$ cat src/rtl/ram_port_arbiter.sv
// Two-requester arbiter in front of a single-port RAM.
// Round-robin by default; define RAM_ARB_FIXED_PRIO_EN for fixed A-over-B priority.
module ram_port_arbiter #(
  parameter  int WIDTH = 16,
  parameter  int DEPTH = 256,
  localparam int AW    = $clog2(DEPTH)
) (
  input  logic             i_Clk,
  input  logic             i_Rst,
  input  logic             i_A_Req,
  input  logic             i_A_Wr,
  input  logic [AW-1:0]    i_A_Addr,
  input  logic [WIDTH-1:0] i_A_Wr_Data,
  output logic             o_A_Ack,
  output logic             o_A_Rd_DV,
  output logic [WIDTH-1:0] o_A_Rd_Data,
  input  logic             i_B_Req,
  input  logic             i_B_Wr,
  input  logic [AW-1:0]    i_B_Addr,
  input  logic [WIDTH-1:0] i_B_Wr_Data,
  output logic             o_B_Ack,
  output logic             o_B_Rd_DV,
  output logic [WIDTH-1:0] o_B_Rd_Data,
  output logic [AW-1:0]    o_Ram_Addr,
  output logic             o_Ram_Wr_DV,
  output logic [WIDTH-1:0] o_Ram_Wr_Data,
  output logic             o_Ram_Rd_En,
  input  logic [WIDTH-1:0] i_Ram_Rd_Data
);

  typedef enum logic {IDLE, ISSUE} state_t;

  state_t           state_q, state_d;
  logic [AW-1:0]    addr_q, addr_d;
  logic [WIDTH-1:0] wdata_q, wdata_d;
  logic             wr_dv_q, wr_dv_d;
  logic             rd_en_q, rd_en_d;
  logic             a_ack_q, a_ack_d;
  logic             b_ack_q, b_ack_d;
  logic             win_b_q, win_b_d;
  logic             a_dv_q, a_dv_d;
  logic             b_dv_q, b_dv_d;
  logic [WIDTH-1:0] a_rdata_q, a_rdata_d;
  logic [WIDTH-1:0] b_rdata_q, b_rdata_d;
  logic             grant_a, grant_b;

`ifdef RAM_ARB_FIXED_PRIO_EN
  // A always wins a tie; B only gets idle cycles A leaves empty
  always_comb begin
    grant_a = i_A_Req;
    grant_b = i_B_Req & ~i_A_Req;
  end
`else
  logic rr_a_q, rr_a_d;

  // Tie goes to whichever port the round-robin pointer favours
  always_comb begin
    grant_a = i_A_Req & (~i_B_Req | rr_a_q);
    grant_b = i_B_Req & ~grant_a;
  end
`endif

  // Next-state and next-output decode; every output is registered
  always_comb begin
    state_d   = state_q;
    addr_d    = addr_q;
    wdata_d   = wdata_q;
    wr_dv_d   = 1'b0;
    rd_en_d   = 1'b0;
    a_ack_d   = 1'b0;
    b_ack_d   = 1'b0;
    win_b_d   = win_b_q;
    a_dv_d    = 1'b0;
    b_dv_d    = 1'b0;
    a_rdata_d = a_rdata_q;
    b_rdata_d = b_rdata_q;
`ifndef RAM_ARB_FIXED_PRIO_EN
    rr_a_d    = rr_a_q;
`endif
    unique case (state_q)
      IDLE: begin
        if (grant_a) begin
          addr_d  = i_A_Addr;
          wdata_d = i_A_Wr_Data;
          wr_dv_d = i_A_Wr;
          rd_en_d = ~i_A_Wr;
          a_ack_d = 1'b1;
          win_b_d = 1'b0;
          state_d = ISSUE;
`ifndef RAM_ARB_FIXED_PRIO_EN
          rr_a_d  = 1'b0;
`endif
        end else if (grant_b) begin
          addr_d  = i_B_Addr;
          wdata_d = i_B_Wr_Data;
          wr_dv_d = i_B_Wr;
          rd_en_d = ~i_B_Wr;
          b_ack_d = 1'b1;
          win_b_d = 1'b1;
          state_d = ISSUE;
`ifndef RAM_ARB_FIXED_PRIO_EN
          rr_a_d  = 1'b1;
`endif
        end
      end
      ISSUE: begin
        state_d = IDLE;
        if (rd_en_q) begin
          if (win_b_q) begin
            b_rdata_d = i_Ram_Rd_Data;
            b_dv_d    = 1'b1;
          end else begin
            a_rdata_d = i_Ram_Rd_Data;
            a_dv_d    = 1'b1;
          end
        end
      end
      default: state_d = IDLE;
    endcase
  end

  // State and output registers with synchronous reset
  always_ff @(posedge i_Clk) begin
    if (i_Rst) begin
      state_q   <= IDLE;
      addr_q    <= '0;
      wdata_q   <= '0;
      wr_dv_q   <= 1'b0;
      rd_en_q   <= 1'b0;
      a_ack_q   <= 1'b0;
      b_ack_q   <= 1'b0;
      win_b_q   <= 1'b0;
      a_dv_q    <= 1'b0;
      b_dv_q    <= 1'b0;
      a_rdata_q <= '0;
      b_rdata_q <= '0;
`ifndef RAM_ARB_FIXED_PRIO_EN
      rr_a_q    <= 1'b1;
`endif
    end else begin
      state_q   <= state_d;
      addr_q    <= addr_d;
      wdata_q   <= wdata_d;
      wr_dv_q   <= wr_dv_d;
      rd_en_q   <= rd_en_d;
      a_ack_q   <= a_ack_d;
      b_ack_q   <= b_ack_d;
      win_b_q   <= win_b_d;
      a_dv_q    <= a_dv_d;
      b_dv_q    <= b_dv_d;
      a_rdata_q <= a_rdata_d;
      b_rdata_q <= b_rdata_d;
`ifndef RAM_ARB_FIXED_PRIO_EN
      rr_a_q    <= rr_a_d;
`endif
    end
  end

  assign o_Ram_Addr    = addr_q;
  assign o_Ram_Wr_Data = wdata_q;
  assign o_Ram_Wr_DV   = wr_dv_q;
  assign o_Ram_Rd_En   = rd_en_q;
  assign o_A_Ack       = a_ack_q;
  assign o_B_Ack       = b_ack_q;
  assign o_A_Rd_DV     = a_dv_q;
  assign o_B_Rd_DV     = b_dv_q;
  assign o_A_Rd_Data   = a_rdata_q;
  assign o_B_Rd_Data   = b_rdata_q;

endmodule

$ cat config.mk
export PLATFORM = sky130hd
export DESIGN_NAME = ram_port_arbiter
export DESIGN_NICKNAME = d
export VERILOG_FILES = /design/src/rtl/ram_port_arbiter.sv
export SDC_FILE = /design/constraint.sdc
export NUM_CORES = 1
export LEC_CHECK = 0
export ABC_AREA = 1
export CAP_MARGIN = 20
export CORE_ASPECT_RATIO = 0.5
export CORE_UTILIZATION = 35
export DETAILED_ROUTE_END_ITERATION = 7
export PLACE_DENSITY = 0.71
export RECOVER_POWER = 25
export SYNTH_ARGS = -nofsm -noshare
export SYNTH_HDL_FRONTEND = slang
export SYNTH_SLANG_ARGS = --single-unit
$ cat constraint.sdc
create_clock -name i_Clk -period 2.95 [get_ports i_Clk]
set_input_delay 0.59 -clock i_Clk [delete_from_list [all_inputs] [get_ports i_Clk]]
set_output_delay 0.59 -clock i_Clk [all_outputs]
set_load 0.02 [all_outputs]
==> reports/metrics.cfg, run 1 <==
[placed_design]
preCtsSetupSlack_ns = 0.615
placed_cells_incl_taps = 573
place.port_buffers = 131
hpwlAfterDp_um = 5150
rd_place_congestion = 0.764

[routing]
met3_length_um = 460
routed_wirelength_um = 7580
route.layer.met1.wl_um = 3550
maxUsedRoutingLayer = met4
viasPerCell = 4.66
final_routed_wire_length_divided_by_cell_count_um = 12.9
postRouteAntennaNets = 0
firstDrtPassIters = 5
route.vias.total = 2741
first_iter_violations = 133
met2_routed_wl_um = 3460
route.detailed.drc = 0

[global_routing]
grt_max_degree = 38
antenna_violations_before_repair = 0
grtUsageTotal_pct = 18.9
grt_pass1_wl_um = 11800
first_global_vias = 2467
aggregate_global_routing_overflow = 0

[cts]
clock_tree_from_tritoncts = yes
clkLatencyLatePin_ns = 0.33
cts.repair_timing.setup_buffer_count = 0
cts.root.buffer_cell = clkbuf_16
clkTransAtPathRegs_ns = 0.05
postCtsResizedCells = 0
htreeDepth = 3
cts_hold_buf = 0
tritoncts.num_buffers = 9
clkSinkCount = 65
cts-root-to-sink-buffers = 2

[die]
die_area_um2 = 8190
floorplan.initialDensity_pct = 36.8
placement_rows = 22
placeable_area_um2 = 7430
io_pins = 132
die_x_um = 127
die-height_um = 64.5

[logic_synthesis]
synth_fa_ha_area_share_pct = 0
synth.distinct_cells = 19
synth_area_um2 = 2730
post_synth_xor_area_fraction_pct = 0
syn_area_per_cell_um2 = 7.47
synth_compound_area_share_pct = 18.4
muxShareOfSynthArea_pct = 0
postSynthCellCount = 366
synth_nets = 436
yosysWarnings = 0
seq_area_frac_synth_pct = 47.6
synth_top_family_by_area = simple AND/OR/NAND/NOR gates
yosys_reg_bits = 65
synth_simple_gate_area_share_pct = 23.2

[sta]
rsz0062_at_grt = no
fin_tns_setup_ns = 0
final-hold-violation-count = 0
timing.final.max_slew_violations = 0
fin_skew_ns = 0.00365
finalCritPeriodShare_pct = 71.7
slew-limit-headroom_pct = 24.1
worst_pin_slew_ns = 1.14
fmax_mhz = 473
post-route-worst-setup-slack_ns = 0.836
setup_viol_count_final = 0
min_period_ns = 2.11
hold_slack_ns = 0.499

[layout]
mostFrequentLayoutCell = clkdlybuf4s50_1
layout.cells.non_filler = 588
antenna_cells = 0
final_nets = 558
drive_gt1_share_pct = 4.88
synthToLayoutAreaGrowth_pct = 59.5
top_library_cells_by_usage_in_the_layout_fill_and_taps_aside = clkdlybuf4s50_1, dfxtp_1, nand2_1
finalCoreUtilization_pct = 58.7

[power_and_ir_drop]
leakage_nw = 1.87
power-per-cell-area_nw_per_um2 = 579
worst_ir_drop_vdd_mv = 0.300

[critical_path]
timing.setup.critical_path_class = flip-flop to flip-flop
worst-endpoint-arrival_ns = 2.33
critical_path_peak_fanout = 29
worstPathRequired_ns = 3.17
timing.critical_path.from_type = flip-flop
crit_path_end_kind = flip-flop

[flow_run]
max_cap_viol_count = 0

[worst_hold_path]
type_of_the_tightest_min_delay_check = flip-flop to flip-flop

[outcome]
run_status = complete, no violations

## metrics by stage
step / area (um^2) / power (mW)
finish: 4360 / 2.52
global route: 4360 / 2.62
detailed placement: 4050 / 1.41
CTS: 4370 / 2.55
floorplan: 2730 / 1.20
global placement: 4050 / 1.41
## power by group
part | leakage [nW] | internal [mW] | switching (mW)
combinational | 1.19 | 0.218 | 0.214
clock | 0.151 | 0.755 | 0.379
sequential | 0.532 | 0.932 | 0.0268
total | 1.87 | 1.91 | 0.619
## synthesized netlist by cell type, drive strengths merged
master | n | share of area [%]
nand2 | 61 | 8.7
inv | 35 | 4.8
nand3 | 41 | 7.5
a21oi | 27 | 4.9
buf | 19 | 5.1
nor3b | 1 | 0.27
o211ai | 1 | 0.27
o21ai | 57 | 10
dfxtp | 65 | 48
a21boi | 10 | 2.7
clkbuf | 7 | 0.96
nor2 | 42 | 6.6
## critical path: stages (launching register included)
cell	delay [ns]
dfxtp_1	0.46
nand2_1	0.13
nor2_2	0.09
clkbuf_1	0.84
inv_1	0.25
nor2_1	0.17
nor2_1	0.06
## layout make-up
class                   instances  area (um^2)
fillers                       678         3070
repair buffers                137         1350
flip-flops and latches         65         1300
multi-input cells             240         1140
clock buffers                  10          239
inverters                      35          131
well taps                      96          120
clock inverters                 5         80.1
## per-layer routing
metal / track usage [%] / vias to the layer above
met1: 23.4 / 1217
met2: 30.5 / 79
met3: 6.77 / 12
li1: - / 1433
met4: 6.99 / 0
met5: 0 / -
## state kept, by name, indices dropped and copies added (netlist names), 8 cells and up
register / cells
o_B_Rd_Data: 16
o_Ram_Wr_Data: 16
o_Ram_Addr: 8
o_A_Rd_Data: 16
## kinds of logic after synthesis
kind of cell,Yosys count
simple gates,145
compound gates,95
flops,65
buf+inv,61
## worst paths after layout
check / slack [ns] / to / cells past startpoint / start
min reg2reg: 0.50 / win_b_q$_SDFFE_PP0P_ / 2 / win_b_q$_SDFFE_PP0P_
max reg2reg: 0.84 / o_A_Rd_Data[12]$_SDFFE_PP0P_ / 6 / state_q$_SDFF_PP0_
min: 0.50 / win_b_q$_SDFFE_PP0P_ / 2 / win_b_q$_SDFFE_PP0P_
max: 0.84 / o_A_Rd_Data[12]$_SDFFE_PP0P_ / 6 / state_q$_SDFF_PP0_
Note: power is estimated with default switching activity, not from simulation.
==> inputs of run 2 (changes only) <==
==> constraint.sdc (replaced) <==
create_clock -name i_Clk -period 2.1 [get_ports i_Clk]
set_input_delay 0.42 -clock i_Clk [delete_from_list [all_inputs] [get_ports i_Clk]]
set_output_delay 0.42 -clock i_Clk [all_outputs]
set_load 0.02 [all_outputs]
==> run 2 against run 1 <==
Net effect: sequential share of layout area down 0.67 points; flip-flop and latch count unchanged; first-iteration DRC count down 9.8%; sequential power up 41%; register-to-register slack got worse by 0.36 ns; die area is the same; cell area rose by 2.3%; non-clock buffer count is 6 higher; critical endpoint is now o_B_Rd_Data[11]; clock power increased by 50%; setup slack lost 0.44 ns; critical path type is now flip-flop to primary output; final cell count rose by 1.2%.
==> reports/metrics.cfg, run 2 (synthesized netlist as in run 1, its figures left out) <==
[power_and_ir_drop]
worst_ir_drop_vdd_mv = 0.522
internal_power_mw = 2.80
switching_power_mw = 0.880
leakage_nw = 1.93
clockPowerShare_pct = 46.3
power-per-cell-area_nw_per_um2 = 825
share_of_power_burned_in_registers_pct = 36.6
power.share.combinational_pct = 17.1
switching_share_pct = 23.9

[routing]
postRouteAntennaNets = 0
route.detailed.drc = 0
route.vias.total = 2804
routed_wirelength_um = 7560
first_iter_violations = 120
final_routed_wire_length_divided_by_cell_count_um = 12.7
firstDrtPassIters = 4
viasPerCell = 4.71

[global_routing]
antenna_violations_before_repair = 0
first_global_vias = 2607
grt_pass1_wl_um = 12400
grt_max_degree = 47
aggregate_global_routing_overflow = 0
grtUsageTotal_pct = 19.6

[die]
die-height_um = 64.5
placeable_area_um2 = 7430
placement_rows = 22
io_pins = 132
die_area_um2 = 8190
die_x_um = 127
floorplan.initialDensity_pct = 36.8

[outcome]
run_status = complete, no violations

[sta]
timing.final.max_slew_violations = 0
worst_pin_slew_ns = 0.506
post-route-worst-setup-slack_ns = 0.395
min_period_ns = 1.70
slew-limit-headroom_pct = 66.3
final-hold-violation-count = 0
fin_skew_ns = 0.00375
setup_viol_count_final = 0
fin_tns_setup_ns = 0
rsz0062_at_grt = no
finalCritPeriodShare_pct = 81.2
fmax_mhz = 587

[critical_path]
worst-r2r-cell-count = 6
setup.reg_to_reg.worst_slack_ns = 0.48
timing.setup.critical_path_class = flip-flop to primary output
crit_path_end_kind = primary output
worst-endpoint-arrival_ns = 1.28
slowest_stage = clkdlybuf4s50_1
critical-path-max-stage-delay_ns = 0.63
cp_cell_sequence = clkdlybuf4s50_1
critical_path.top_delay_family = buffers and inverters
critical_path_peak_fanout = 2
worst-path-stages = 1
timing.critical_path.from_type = flip-flop
worstPathRequired_ns = 1.68
worst-path-buf-inv = 1

[cts]
htreeDepth = 3
tritoncts.num_buffers = 9
cts-root-to-sink-buffers = 2
cts_hold_buf = 0
clkTransAtPathRegs_ns = 0.06
cts.root.buffer_cell = clkbuf_16
postCtsResizedCells = 0
cts.repair_timing.setup_buffer_count = 0
clkLatencyLatePin_ns = 0.33
clock_tree_from_tritoncts = yes
clkSinkCount = 65

[placed_design]
rd_place_congestion = 0.773
hpwlAfterDp_um = 5310
place.port_buffers = 131
preCtsSetupSlack_ns = 0.194
placed_cells_incl_taps = 579

[layout]
synthToLayoutAreaGrowth_pct = 63.1
drive_gt1_share_pct = 6.61
mostFrequentLayoutCell = clkdlybuf4s50_1
final_nets = 564
top_library_cells_by_usage_in_the_layout_fill_and_taps_aside = clkdlybuf4s50_1, dfxtp_1, nand2_1
layout.filler_cells = 703
antenna_cells = 0
layout.cells.non_filler = 595
finalCoreUtilization_pct = 60.0

[worst_hold_path]
type_of_the_tightest_min_delay_check = flip-flop to flip-flop
min_path_cells = 2

[flow_run]
max_cap_viol_count = 0

run 2: metal layers:
metal / up-vias / share of wire, % / global-route usage [%]
met3: 12 / 5.1 / 6.77
met5: - / 0 / 0
li1: 1445 / - / -
met2: 67 / 47 / 32.7
met1: 1280 / 46 / 23.6
met4: 0 / 1.8 / 7.29
run 2: worst paths after layout:
kind / from / endpoint
setup / recovery: o_B_Rd_Data[11]$_SDFFE_PP0P_ / o_B_Rd_Data[11]
hold / removal: win_b_q$_SDFFE_PP0P_ / win_b_q$_SDFFE_PP0P_
setup reg to reg: state_q$_SDFF_PP0_ / o_B_Rd_Data[12]$_SDFFE_PP0P_
hold reg to reg: win_b_q$_SDFFE_PP0P_ / win_b_q$_SDFFE_PP0P_
run 2: layout make-up:
| cell class | instances | area [um^2] | area share [%] |
|---|---|---|---|
| Clock buffer | 10 | 229 | 5.13 |
| Clock inverter | 6 | 115 | 2.58 |
| Inverter | 35 | 131 | 2.95 |
| Multi-Input combinational cell | 240 | 1140 | 25.6 |
| Sequential cell | 65 | 1300 | 29.2 |
| Tap cell | 96 | 120 | 2.69 |
| Timing Repair Buffer | 143 | 1420 | 31.9 |
run 2: power by group through the flow:
stage,sequential (mW),clock [mW],combinational [mW]
2_1_floorplan,1.45,0,0.226
3_3_place_gp,1.37,0,0.625
3_5_place_dp,1.37,0,0.631
4_1_cts,1.35,1.74,0.636
5_1_grt,1.36,1.79,0.689
6_report,1.35,1.70,0.630
run 2: stage by stage:
| stage | hold WS [ns] | instance area [um^2] | total power [mW] |
|---|---|---|---|
| floorplan | 0.457 | 2730 | 1.68 |
| global placement | 0.485 | 4120 | 2.00 |
| detailed placement | 0.497 | 4120 | 2.00 |
| CTS | 0.516 | 4460 | 3.72 |
| global route | 0.547 | 4460 | 3.84 |
| finish | 0.510 | 4460 | 3.68 |
run 2: worst register-to-register path, delay by kind of cell, from the launching register on:
kind	cells	cell delay, ns
buf+inv	2	0.62
flops	1	0.46
simple gates	4	0.44
